### src/rtl/trap_sequencer.sv
// rtl/trap_sequencer.sv - machine-mode trap entry/exit sequencer driving the CSR write port
module trap_sequencer #(
  parameter logic [31:0] ECALL_CAUSE = 32'd11,
  parameter logic [31:0] IRQ_CAUSE   = 32'h8000000B
) (
  input  logic        clk,
  input  logic        rst_n,
  input  logic        ecall_req,
  input  logic        mret_req,
  input  logic        irq_req,
  input  logic [31:0] pc,
  input  logic [31:0] mstatus_in,
  input  logic [31:0] mtvec_in,
  input  logic [31:0] mepc_in,
  output logic        csr_we,
  output logic [11:0] csr_waddr,
  output logic [31:0] csr_wdata,
  output logic        busy,
  output logic        redirect_valid,
  output logic [31:0] redirect_pc
);

  localparam logic [11:0] ADDR_MSTATUS = 12'h300;
  localparam logic [11:0] ADDR_MEPC    = 12'h341;
  localparam logic [11:0] ADDR_MCAUSE  = 12'h342;

  typedef enum logic [2:0] {
    IDLE,
    W_EPC,
    W_CAUSE,
    W_STATUS,
    REDIRECT
  } state_t;

  state_t      state;
  logic        kind;      // 0 = trap entry, 1 = mret
  logic [31:0] epc_r;
  logic [31:0] cause_r;
  logic [31:0] status_next;

  always_ff @(posedge clk) begin
    if (!rst_n) begin
      state   <= IDLE;
      kind    <= 1'b0;
      epc_r   <= '0;
      cause_r <= '0;
    end else begin
      case (state)
        IDLE: begin
          if (ecall_req) begin
            kind    <= 1'b0;
            epc_r   <= pc;
            cause_r <= ECALL_CAUSE;
            state   <= W_EPC;
          end else if (mret_req) begin
            kind  <= 1'b1;
            state <= W_STATUS;
          end else if (irq_req && mstatus_in[3]) begin
            kind    <= 1'b0;
            epc_r   <= pc;
            cause_r <= IRQ_CAUSE;
            state   <= W_EPC;
          end
        end
        W_EPC:    state <= W_CAUSE;
        W_CAUSE:  state <= W_STATUS;
        W_STATUS: state <= REDIRECT;
        REDIRECT: state <= IDLE;
        default:  state <= IDLE;
      endcase
    end
  end

  // mstatus rewrite uses the live CSR value so it reflects any earlier write commits
  always_comb begin
    status_next           = mstatus_in;
    status_next[12:11]    = 2'b11;
    if (kind) begin
      status_next[3] = mstatus_in[7];
      status_next[7] = 1'b1;
    end else begin
      status_next[7] = mstatus_in[3];
      status_next[3] = 1'b0;
    end
  end

  always_comb begin
    csr_we         = 1'b0;
    csr_waddr      = '0;
    csr_wdata      = '0;
    redirect_valid = 1'b0;
    redirect_pc    = '0;
    busy           = (state != IDLE);
    case (state)
      W_EPC: begin
        csr_we    = 1'b1;
        csr_waddr = ADDR_MEPC;
        csr_wdata = epc_r;
      end
      W_CAUSE: begin
        csr_we    = 1'b1;
        csr_waddr = ADDR_MCAUSE;
        csr_wdata = cause_r;
      end
      W_STATUS: begin
        csr_we    = 1'b1;
        csr_waddr = ADDR_MSTATUS;
        csr_wdata = status_next;
      end
      REDIRECT: begin
        redirect_valid = 1'b1;
        redirect_pc    = kind ? mepc_in : (mtvec_in & 32'hFFFF_FFFC);
      end
      default: ;
    endcase
  end

endmodule

### config.mk
export PLATFORM = sky130hd
export DESIGN_NAME = trap_sequencer
export DESIGN_NICKNAME = d
export VERILOG_FILES = /design/src/rtl/trap_sequencer.sv
export SDC_FILE = /design/constraint.sdc
export NUM_CORES = 1
export LEC_CHECK = 0
export BUFFER_PORTS_ARGS = -buffer_cell sky130_fd_sc_hd__buf_2
export CAP_MARGIN = 20
export CORE_MARGIN = 2
export CORE_UTILIZATION = 39
export CTS_CLUSTER_SIZE = 14
export DETAILED_ROUTE_END_ITERATION = 8
export PLACE_DENSITY = 0.78
export SLEW_MARGIN = 20
export SYNTH_ARGS = -nofsm -noshare
export SYNTH_HDL_FRONTEND = slang
export SYNTH_SLANG_ARGS = --single-unit
### constraint.sdc
create_clock -name clk -period 2 [get_ports clk]
set_input_delay 0.1 -clock clk [delete_from_list [all_inputs] [get_ports clk]]
set_output_delay 0.1 -clock clk [all_outputs]
set_load 0.03 [all_outputs]
# ---- After elaboration in Yosys (flattened, before gate mapping)
# Cells that the tools add are included.
# W data, S select, Z words.
dict set report classes {
  addsub 0
  mul 0
  n_div 0
  n_lt_le_gt_ge 0
  n_eq_ne 6
  n_shift 0
  muxes 21
  bitwise 0
  n_reduce_logical 8
}
# op count
set op_table {}
lappend op_table {{$mux W32} 8}
lappend op_table {{$pmux W32 S3} 1}
lappend op_table {{$pmux W10 S3} 1}
lappend op_table {{$pmux W3 S4} 1}
lappend op_table {{$mux W3} 3}
lappend op_table {{$mux W1} 7}
lappend op_table {{$eq A3 B2 Y1 const B} 2}
lappend op_table {{$reduce_bool A3 Y1} 2}
lappend op_table {{$ne A4 B4 Y1 const B} 1}
lappend op_table {{$eq A3 B1 Y1 const B} 1}
lappend op_table {{$eq A3 B3 Y1 const B} 1}
lappend op_table {{$logic_not A3 Y1} 1}
lappend op_table {{$reduce_and A3 Y1} 1}
lappend op_table {{$reduce_or A3 Y1} 1}
lappend op_table {{$ne A2 B2 Y1 const B} 1}
lappend op_table {{$reduce_and A2 Y1} 1}
lappend op_table {{$reduce_bool A2 Y1} 1}
lappend op_table {{$logic_and A1 B1 Y1} 1}
dict set report word_totals {
  reg_bits 68
  latchBits 0
  ramBits 0
  rom_bits 0
  out_inout_bits 79
  word_cells 39
  n_memories 0
}

# ---- Depth between registers and ports, before layout
# Gate-level depths: netlist (run 1).
dict set report depth {
  ltp_word 5
  depth_mapped 6
  mapped_depth_nobuf 4
}

# ---- Least setup slack after synthesis (run 1)
# OpenSTA, ideal clock, no wires.
dict set report synth_path {
  kind {reg2out}
  startpoint {register state[1]}
  endpoint {output port csr_waddr[1]}
  arrival_ps 1480
  required_time_ps 1900
  slack_ps 420
  stages_incl_launch_ff 4
  n_path_buf 2
  cell_sequence {dfxtp_1 > buf_6 > clkbuf_1 > nor3b_1}
}
dict set report synth_via {
  elab_chain_cells 2
  word_cells_on_any_way 4
  classes_between {3 x eq/ne; 1 x mux}
}
# item line
set synth_lines {}
lappend synth_lines {{from (decl)} 35} ;# state_t state;
lappend synth_lines {{from (signal assigned)} 43} ;# state <= IDLE;
lappend synth_lines {{from (signal assigned)} 54} ;# state <= W_EPC;
lappend synth_lines {{from (signal assigned)} 57} ;# state <= W_STATUS;
lappend synth_lines {{$eq A3 B2 Y1 / $eq A3 B1 Y1 (equally long branches)} 94} ;# case (state)
lappend synth_lines {{$pmux W10 S3 *} 94}
lappend synth_lines {{to (decl)} 16} ;# output logic [11:0] csr_waddr,
# Mark *: on every way between the ends. The rest lies on a longest branch, timed or not.

# ---- Worst setup path in the final report (run 1)
dict set report layout_path {
  startpoint {register state[0]}
  endpoint {output port redirect_pc[6]}
}
dict set report layout_via {
  elab_chain_cells 2
}
# item line
set layout_lines {}
lappend layout_lines {{$eq A3 B3 Y1} 94}
lappend layout_lines {{$mux W32} 94}
lappend layout_lines {{to (decl)} 20} ;# output logic [31:0] redirect_pc
# No other way between the ends.

==> impl_metrics.xml, run 1 <==
<?xml version="1.0" encoding="UTF-8"?>
<metrics>
  <group name="status">
    <metric name="run_status" unit="">completed</metric>
  </group>
  <group name="finish">
    <metric name="final_net_count" unit="">629</metric>
    <metric name="mostFrequentLayoutCells" unit="">sky130_fd_sc_hd__buf_2, sky130_fd_sc_hd__nand2_1, sky130_fd_sc_hd__mux2i_1</metric>
    <metric name="final_common_cell" unit="">sky130_fd_sc_hd__buf_2</metric>
    <metric name="area_delta_synth_final" unit="%">42.21</metric>
    <metric name="layout-drive-gt1-share" unit="%">45.27</metric>
    <metric name="n_antenna_cell" unit="">0</metric>
    <metric name="finish.utilization" unit="%">57.02</metric>
  </group>
  <group name="flow_run">
    <metric name="number_of_maximum_capacitance_constraint_violations" unit="">0</metric>
  </group>
  <group name="floorplanning">
    <metric name="initial_core_util" unit="%">40.09</metric>
    <metric name="die_h" unit="um">84.56</metric>
    <metric name="floorplan.die_area" unit="um2">7150</metric>
    <metric name="std_cell_rows" unit="">29</metric>
    <metric name="io_count" unit="">212</metric>
    <metric name="die-width" unit="um">84.56</metric>
    <metric name="floorplan_core_area" unit="um2">6314</metric>
  </group>
  <group name="clocking">
    <metric name="hold_buf_cts" unit="">0</metric>
    <metric name="maximum_clock_path_buffer_count" unit="">2</metric>
    <metric name="cts_tree" unit="">built</metric>
    <metric name="cts.root.buffer_cell" unit="">sky130_fd_sc_hd__clkbuf_8</metric>
    <metric name="cts_made_buffers" unit="">5</metric>
    <metric name="worst_skew_pair.late_latency" unit="ns">0.28</metric>
    <metric name="path_clk_slew" unit="ns">0.08</metric>
    <metric name="clock_sinks" unit="">38</metric>
    <metric name="h-tree-depth" unit="">2</metric>
  </group>
  <group name="setup_path">
    <metric name="crit_path_end_kind" unit="">output port</metric>
    <metric name="worst_ep_required_time" unit="ns">1.90</metric>
    <metric name="setup.worst_path.class" unit="">flip-flop to output port</metric>
    <metric name="r2r.worst_path.cells" unit="">5</metric>
    <metric name="cp-start-kind" unit="">flip-flop</metric>
    <metric name="setup.worst_path.start" unit="">state[0]</metric>
    <metric name="timing.rr.start" unit="">state[2]</metric>
    <metric name="critPathMaxFanout" unit="">30</metric>
    <metric name="timing.critical_path.arrival" unit="ns">1.67</metric>
  </group>
  <group name="worst_hold_path">
    <metric name="worst_hold_startpoint" unit="">pc[9]</metric>
    <metric name="whs_path_depth" unit="">3</metric>
    <metric name="kind_of_path_behind_the_tightest_hold_check" unit="">input port to flip-flop</metric>
  </group>
  <group name="synthesis">
    <metric name="netlist-cell-type-count" unit="">35</metric>
    <metric name="synth_largest_area_cell" unit="">sky130_fd_sc_hd__dfxtp_1</metric>
    <metric name="area_share_of_the_leading_cell_type_in_the_synthesized_netlist" unit="%">30.05</metric>
    <metric name="synth_area_per_cell" unit="um2">8.165</metric>
    <metric name="synth_area_leaders" unit="">sky130_fd_sc_hd__dfxtp_1, sky130_fd_sc_hd__mux2i_1, sky130_fd_sc_hd__nand2_1</metric>
    <metric name="yosysWarnings" unit="">0</metric>
    <metric name="ys_ff_latch" unit="">38</metric>
    <metric name="netlist_instances" unit="">310</metric>
    <metric name="post_synthesis_instance_area" unit="um2">2531</metric>
    <metric name="share_of_the_yosys_chip_area_belonging_to_registers" unit="%">30.05</metric>
  </group>
  <group name="power">
    <metric name="power.leakage" unit="nW">1.900</metric>
    <metric name="power_per_cell_area" unit="nW/um2">609.9</metric>
    <metric name="vdd_ir_drop_max" unit="mV">0.3498</metric>
  </group>
  <group name="global_routing">
    <metric name="antenna_found_initial" unit="">1</metric>
    <metric name="first_global_vias" unit="">2676</metric>
    <metric name="wire_length_of_the_first_global_routing_pass" unit="mm">12.43</metric>
    <metric name="grt_start_max_net_pins" unit="">70</metric>
    <metric name="overflow" unit="">0</metric>
    <metric name="globalRouteTotalUtil" unit="%">21.22</metric>
  </group>
  <group name="placement">
    <metric name="routabilityCongestion" unit="">0.7724</metric>
    <metric name="detailed_place_hpwl" unit="mm">6.175</metric>
    <metric name="portBuffers" unit="">200</metric>
  </group>
  <group name="route">
    <metric name="drt_iter0_drc" unit="">92</metric>
    <metric name="route.met3.wl" unit="um">665</metric>
    <metric name="ant_nets" unit="">0</metric>
    <metric name="drc" unit="">0</metric>
    <metric name="m1WireLength" unit="mm">3.614</metric>
    <metric name="detail_route.first_pass.iterations" unit="">4</metric>
    <metric name="maxUsedRoutingLayer" unit="">met5</metric>
    <metric name="finalWirelength" unit="mm">7.926</metric>
    <metric name="dr_wl_met2" unit="mm">3.532</metric>
    <metric name="avgRoutedWirePerCell" unit="um">13.81</metric>
    <metric name="vias_per_cell" unit="">4.885</metric>
    <metric name="vias" unit="">2804</metric>
  </group>
  <group name="sta">
    <metric name="finalSetupViolCount" unit="">0</metric>
    <metric name="fin_worst_skew" unit="ns">0.006233</metric>
    <metric name="clock.fmax" unit="GHz">0.5637</metric>
    <metric name="report.final.slew_viol_count" unit="">0</metric>
    <metric name="hold-worst-slack" unit="ns">0.05560</metric>
    <metric name="timing.final.hold_violations" unit="">0</metric>
    <metric name="setup_tns" unit="ns">0</metric>
    <metric name="layout_min_cycle_time" unit="ns">1.774</metric>
    <metric name="layout_worst_path_cycle_share" unit="%">88.71</metric>
    <metric name="grt_setup_unrepaired" unit="">no</metric>
  </group>
</metrics>
-- stage by stage --
stage	area, um2	setup WS, ns	power (mW)	std cells
4_1_cts	3596	0.02979	2.215	574
3_3_place_gp	3505	0.3785	1.662	566
3_5_place_dp	3505	0.3522	1.679	566
6_report	3600	0.2259	2.195	574
5_1_grt	3600	0.07927	2.332	574
2_1_floorplan	2554	0.4204	1.454	316
-- per-layer routing --
metal | up-vias | track usage (%)
met2 | 115 | 32.14
met3 | 12 | 6.981
met1 | 1265 | 29.10
li1 | 1410 | -
met5 | - | 0
met4 | 2 | 5.628
-- flip-flops by register name (all words and copies together) (netlist names) --
register and count:
state 3, cause_r 2, kind 1, epc_r 32
-- synthesized netlist by cell type --
master                     number
sky130_fd_sc_hd__a211oi_1       2
sky130_fd_sc_hd__a21boi_0       1
sky130_fd_sc_hd__a21oi_1        4
sky130_fd_sc_hd__a21oi_4        1
sky130_fd_sc_hd__a22o_1        25
sky130_fd_sc_hd__a22oi_1        1
sky130_fd_sc_hd__and2_1         3
sky130_fd_sc_hd__and3_1         3
sky130_fd_sc_hd__and3b_1        1
sky130_fd_sc_hd__buf_1          2
sky130_fd_sc_hd__buf_12         3
sky130_fd_sc_hd__buf_2         12
sky130_fd_sc_hd__buf_4          9
sky130_fd_sc_hd__buf_6          1
sky130_fd_sc_hd__clkbuf_1       9
sky130_fd_sc_hd__conb_1         1
sky130_fd_sc_hd__dfxtp_1       38
sky130_fd_sc_hd__inv_1          2
sky130_fd_sc_hd__inv_2          1
sky130_fd_sc_hd__mux2_2         1
sky130_fd_sc_hd__mux2i_1       62
sky130_fd_sc_hd__nand2_1       71
sky130_fd_sc_hd__nand2b_1       2
sky130_fd_sc_hd__nand3b_1       1
sky130_fd_sc_hd__nor2_1        39
sky130_fd_sc_hd__nor2b_1        3
sky130_fd_sc_hd__nor3_1         1
sky130_fd_sc_hd__nor3_4         1
sky130_fd_sc_hd__nor3b_1        1
sky130_fd_sc_hd__nor3b_4        1
sky130_fd_sc_hd__o21a_1         1
sky130_fd_sc_hd__o21ai_0        2
sky130_fd_sc_hd__o21ai_1        3
sky130_fd_sc_hd__o221a_1        1
sky130_fd_sc_hd__xnor2_1        1
-- kinds of logic (layout without fill, tap and decap cells) --
logic type	count (synthesis)	in the layout	synth area share, %
flip-flops	38	38	30.05
multiplexers	63	63	24.96
XOR/XNOR	1	1	0.3461
other	1	7	0.1482
buffers and inverters	39	220	9.936
AO/OA/AOI/OAI	41	41	13.00
AND/OR/NAND/NOR	127	127	21.55
-- final timing paths --
check,end,slack (ns)
worst min-delay path,epc_r[9],0.06
worst max-delay path,redirect_pc[6],0.23
worst min register to register,cause_r[3],0.46
worst max register to register,epc_r[7],0.47
-- layout make-up --
type	instances	area, um2
fillers	593	2714
multi-input cells	239	1541
repair buffers	209	1094
flip-flops and latches	38	765.7
well taps	77	96.34
clock buffers	7	86.33
inverters	3	11.26
clock inverters	1	5.005
-- where the power goes --
part           internal (mW)  switching [mW]  total, mW
sequential             0.827          0.0547      0.881
combinational          0.323           0.458      0.781
clock                  0.278           0.254      0.533
total                   1.43           0.768       2.20
-- repair_timing --
action                     in CTS  in global routing
resized for setup               0                  3
setup endpoints to repair       0                 56
setup buffers                   0                  0
-- worst max-delay path, stage by stage (launching register included) --
cell	delay, ns
sky130_fd_sc_hd__dfxtp_2	0.37
sky130_fd_sc_hd__buf_4	0.18
sky130_fd_sc_hd__nor2_1	0.12
sky130_fd_sc_hd__nand2_1	0.09
sky130_fd_sc_hd__buf_4	0.25
sky130_fd_sc_hd__nor2_1	0.16
sky130_fd_sc_hd__buf_2	0.21
Power figures use the tool's default switching activity.
==> run 2, diff against run 1 <==
--- a/config.mk
+++ b/config.mk
@@ -8,10 +8,10 @@
 export BUFFER_PORTS_ARGS = -buffer_cell sky130_fd_sc_hd__buf_2
 export CAP_MARGIN = 20
 export CORE_MARGIN = 2
-export CORE_UTILIZATION = 39
+export CORE_UTILIZATION = 35
 export CTS_CLUSTER_SIZE = 14
 export DETAILED_ROUTE_END_ITERATION = 8
-export PLACE_DENSITY = 0.78
+export PLACE_DENSITY = 0.74
 export SLEW_MARGIN = 20
 export SYNTH_ARGS = -nofsm -noshare
 export SYNTH_HDL_FRONTEND = slang
==> constraint.sdc (replaced) <==
create_clock -name clk -period 1.53 [get_ports clk]
set_input_delay 0.0765 -clock clk [delete_from_list [all_inputs] [get_ports clk]]
set_output_delay 0.0765 -clock clk [all_outputs]
set_load 0.03 [all_outputs]
==> run 2 against run 1 <==
The run now ends with negative setup slack left. Clock power up 58%. Sequential power grew 31%. Setup slack worse by 0.34 ns. Count of clock-buffer cells in the layout down 2. Flip-flop and latch count unchanged. Die area is 11% higher. First-iteration DRC count rose by 37%. Register-to-register slack lost 0.49 ns. Clock skew decreased by 0.0040 ns. Sequential share of layout area shrank 3.7 points. Non-clock buffer count is 22 higher. Hold slack got worse by 0.025 ns. Critical path type unchanged. Largest power group is now combinational cells.
==> impl_metrics.xml, run 2 (synthesis gave the netlist of run 1 again) <==
<?xml version="1.0" encoding="UTF-8"?>
<metrics>
  <group name="sta">
    <metric name="layout_min_cycle_time" unit="ns">1.640</metric>
    <metric name="clock.fmax" unit="GHz">0.6097</metric>
    <metric name="timing.final.hold_violations" unit="">0</metric>
    <metric name="finalSetupViolCount" unit="">32</metric>
    <metric name="fin_worst_skew" unit="ns">0.002232</metric>
    <metric name="report.final.slew_viol_count" unit="">0</metric>
    <metric name="timing.final.ws_setup" unit="ns">-0.1101</metric>
    <metric name="layout_worst_path_cycle_share" unit="%">107.2</metric>
    <metric name="grt_setup_unrepaired" unit="">yes</metric>
  </group>
  <group name="placement">
    <metric name="place.detailed.instances" unit="">593</metric>
    <metric name="routabilityCongestion" unit="">0.8043</metric>
    <metric name="place_area" unit="um2">3649</metric>
    <metric name="portBuffers" unit="">200</metric>
    <metric name="detailed_place_hpwl" unit="mm">6.331</metric>
  </group>
  <group name="power">
    <metric name="power.leakage" unit="nW">2.129</metric>
    <metric name="vdd_ir_drop_max" unit="mV">0.4200</metric>
    <metric name="power_per_cell_area" unit="nW/um2">778.0</metric>
    <metric name="finalPower" unit="mW">3.414</metric>
  </group>
  <group name="setup_path">
    <metric name="crit_path_end_kind" unit="">output port</metric>
    <metric name="worst_path_largest_cell_delay" unit="ns">0.36</metric>
    <metric name="timing.critical_path.arrival" unit="ns">1.56</metric>
    <metric name="cpMostUsedCell" unit="">sky130_fd_sc_hd__buf_6</metric>
    <metric name="cp-start-kind" unit="">flip-flop</metric>
    <metric name="timing.critical_path.cells" unit="">buf_6 &gt; nor3b_4 &gt; buf_6 &gt; clkbuf_16 &gt; a22o_1 &gt; buf_6</metric>
    <metric name="setup.worst_path.class" unit="">flip-flop to output port</metric>
    <metric name="slowest_stage" unit="">sky130_fd_sc_hd__dfxtp_4</metric>
    <metric name="worst_ep_required_time" unit="ns">1.45</metric>
    <metric name="reg2reg_setup_slack" unit="ns">-0.02</metric>
    <metric name="critPathMaxFanout" unit="">6</metric>
  </group>
  <group name="global_routing">
    <metric name="first_global_vias" unit="">2535</metric>
    <metric name="overflow" unit="">0</metric>
    <metric name="globalRouteTotalUtil" unit="%">19.53</metric>
    <metric name="grt_start_max_net_pins" unit="">47</metric>
    <metric name="antenna_found_initial" unit="">0</metric>
    <metric name="wire_length_of_the_first_global_routing_pass" unit="mm">12.00</metric>
  </group>
  <group name="finish">
    <metric name="final_net_count" unit="">651</metric>
    <metric name="area_delta_synth_final" unit="%">73.36</metric>
    <metric name="finish.cell_count_without_fillers" unit="">618</metric>
    <metric name="regs_by_ff_count" unit="">epc_r: 32 flops, state: 3 flops, cause_r: 2 flops</metric>
    <metric name="n_antenna_cell" unit="">0</metric>
    <metric name="mostFrequentLayoutCells" unit="">sky130_fd_sc_hd__buf_2, sky130_fd_sc_hd__nand2_1, sky130_fd_sc_hd__mux2i_1</metric>
    <metric name="fill_cells" unit="">663</metric>
    <metric name="max_flop_register" unit="">epc_r</metric>
    <metric name="final_common_cell" unit="">sky130_fd_sc_hd__buf_2</metric>
    <metric name="combined_area_of_the_multi_input_logic_cells" unit="um2">1597</metric>
    <metric name="final_cell_area" unit="um2">4388</metric>
    <metric name="regArea" unit="um2">773.2</metric>
    <metric name="largest_register_ffs" unit="">32</metric>
    <metric name="layout-drive-gt1-share" unit="%">50.10</metric>
    <metric name="finish.utilization" unit="%">61.48</metric>
  </group>
  <group name="route">
    <metric name="vias_per_cell" unit="">4.733</metric>
    <metric name="drc" unit="">0</metric>
    <metric name="avgRoutedWirePerCell" unit="um">15.29</metric>
    <metric name="finalWirelength" unit="mm">9.449</metric>
    <metric name="vias" unit="">2925</metric>
    <metric name="ant_nets" unit="">0</metric>
    <metric name="detail_route.first_pass.iterations" unit="">4</metric>
    <metric name="drt_iter0_drc" unit="">126</metric>
  </group>
  <group name="floorplanning">
    <metric name="io_count" unit="">212</metric>
    <metric name="initial_core_util" unit="%">35.47</metric>
    <metric name="floorplan.die_area" unit="um2">7928</metric>
    <metric name="floorplan_core_area" unit="um2">7137</metric>
    <metric name="die-width" unit="um">89.04</metric>
    <metric name="std_cell_rows" unit="">31</metric>
    <metric name="die_h" unit="um">89.04</metric>
  </group>
  <group name="clocking">
    <metric name="path_clk_slew" unit="ns">0.08</metric>
    <metric name="worst_skew_pair.late_latency" unit="ns">0.28</metric>
    <metric name="maximum_clock_path_buffer_count" unit="">2</metric>
    <metric name="clock_sinks" unit="">38</metric>
    <metric name="h-tree-depth" unit="">2</metric>
    <metric name="hold_buf_cts" unit="">0</metric>
    <metric name="cts_tree" unit="">built</metric>
    <metric name="cts_made_buffers" unit="">5</metric>
    <metric name="cts.root.buffer_cell" unit="">sky130_fd_sc_hd__clkbuf_8</metric>
  </group>
  <group name="worst_hold_path">
    <metric name="kind_of_path_behind_the_tightest_hold_check" unit="">input port to flip-flop</metric>
  </group>
  <group name="status">
    <metric name="failed_checks" unit="">negative setup slack</metric>
    <metric name="run_status" unit="">finished, violations left</metric>
  </group>
  <group name="flow_run">
    <metric name="number_of_maximum_capacitance_constraint_violations" unit="">0</metric>
  </group>
</metrics>
run 2: changes by cell type in the layout (fill, tap and decap cells not counted), moves of 6 or more:
cell                        previous run  this run
sky130_fd_sc_hd__buf_12                2         8
sky130_fd_sc_hd__clkbuf_4              0        24
sky130_fd_sc_hd__clkbuf_16             0         6
sky130_fd_sc_hd__buf_2               200       136
sky130_fd_sc_hd__buf_4                 7        19
sky130_fd_sc_hd__buf_6                 0        36
run 2: path summary, 6_finish.rpt:
kind | from | to | cells after the start
worst min-delay path | pc[5] | epc_r[5] | 3
worst max-delay path | state[1] | csr_wdata[23] | 6
worst max register to register | state[1] | epc_r[6] | 8
worst min register to register | epc_r[4] | epc_r[4] | 2
run 2: worst max-delay path: cells and delay by family, from the launching register on:
kind / cells / cell delay [ns]
compound gates: 1 / 0.15
flops: 1 / 0.36
simple gates: 1 / 0.17
buf+inv: 4 / 0.60
run 2: where the power goes:
part | total [mW] | switching [mW] | internal (mW) | leakage [nW]
clock | 0.844 | 0.364 | 0.480 | 0.0579
sequential | 1.15 | 0.0668 | 1.08 | 0.314
combinational | 1.42 | 0.709 | 0.715 | 1.76
total | 3.41 | 1.14 | 2.27 | 2.13
run 2: area by class of cell:
| type | instances | share of cell area (%) |
|---|---|---|
| timing repair buffer | 231 | 40.43 |
| multi-input combinational | 239 | 36.38 |
| sequential | 38 | 17.62 |
| tap | 99 | 2.823 |
| clock buffer | 5 | 1.568 |
| clock inverter | 3 | 0.9125 |
| inverter | 3 | 0.2566 |
run 2: layer usage:
metal	vias to the layer above	share of wire (%)	global-route usage, %
met5	-	0	0
met4	0	0.57	3.799
met3	4	4.4	3.509
met2	90	50	32.97
met1	1375	45	26.33
li1	1456	-	-
run 2: timing repair:
item | 4_1_cts | 5_1_grt
gates cloned | 2 | 7
pin swaps | 14 | 21
gates resized for setup | 69 | 58
setup endpoints to repair | 61 | 84
buffers inserted | 3 | 5
run 2: through the flow:
step | TNS [ns] | hold WS [ns] | worst slack [ns]
CTS | -2.321 | 0.02193 | -0.1011
finish | -2.255 | 0.03031 | -0.1101
detailed placement | 0 | 0.3314 | 0.01276
floorplan | 0 | 0.2186 | 0.00002498
global route | -5.590 | 0.01554 | -0.1646
global placement | 0 | 0.3249 | 0.09894
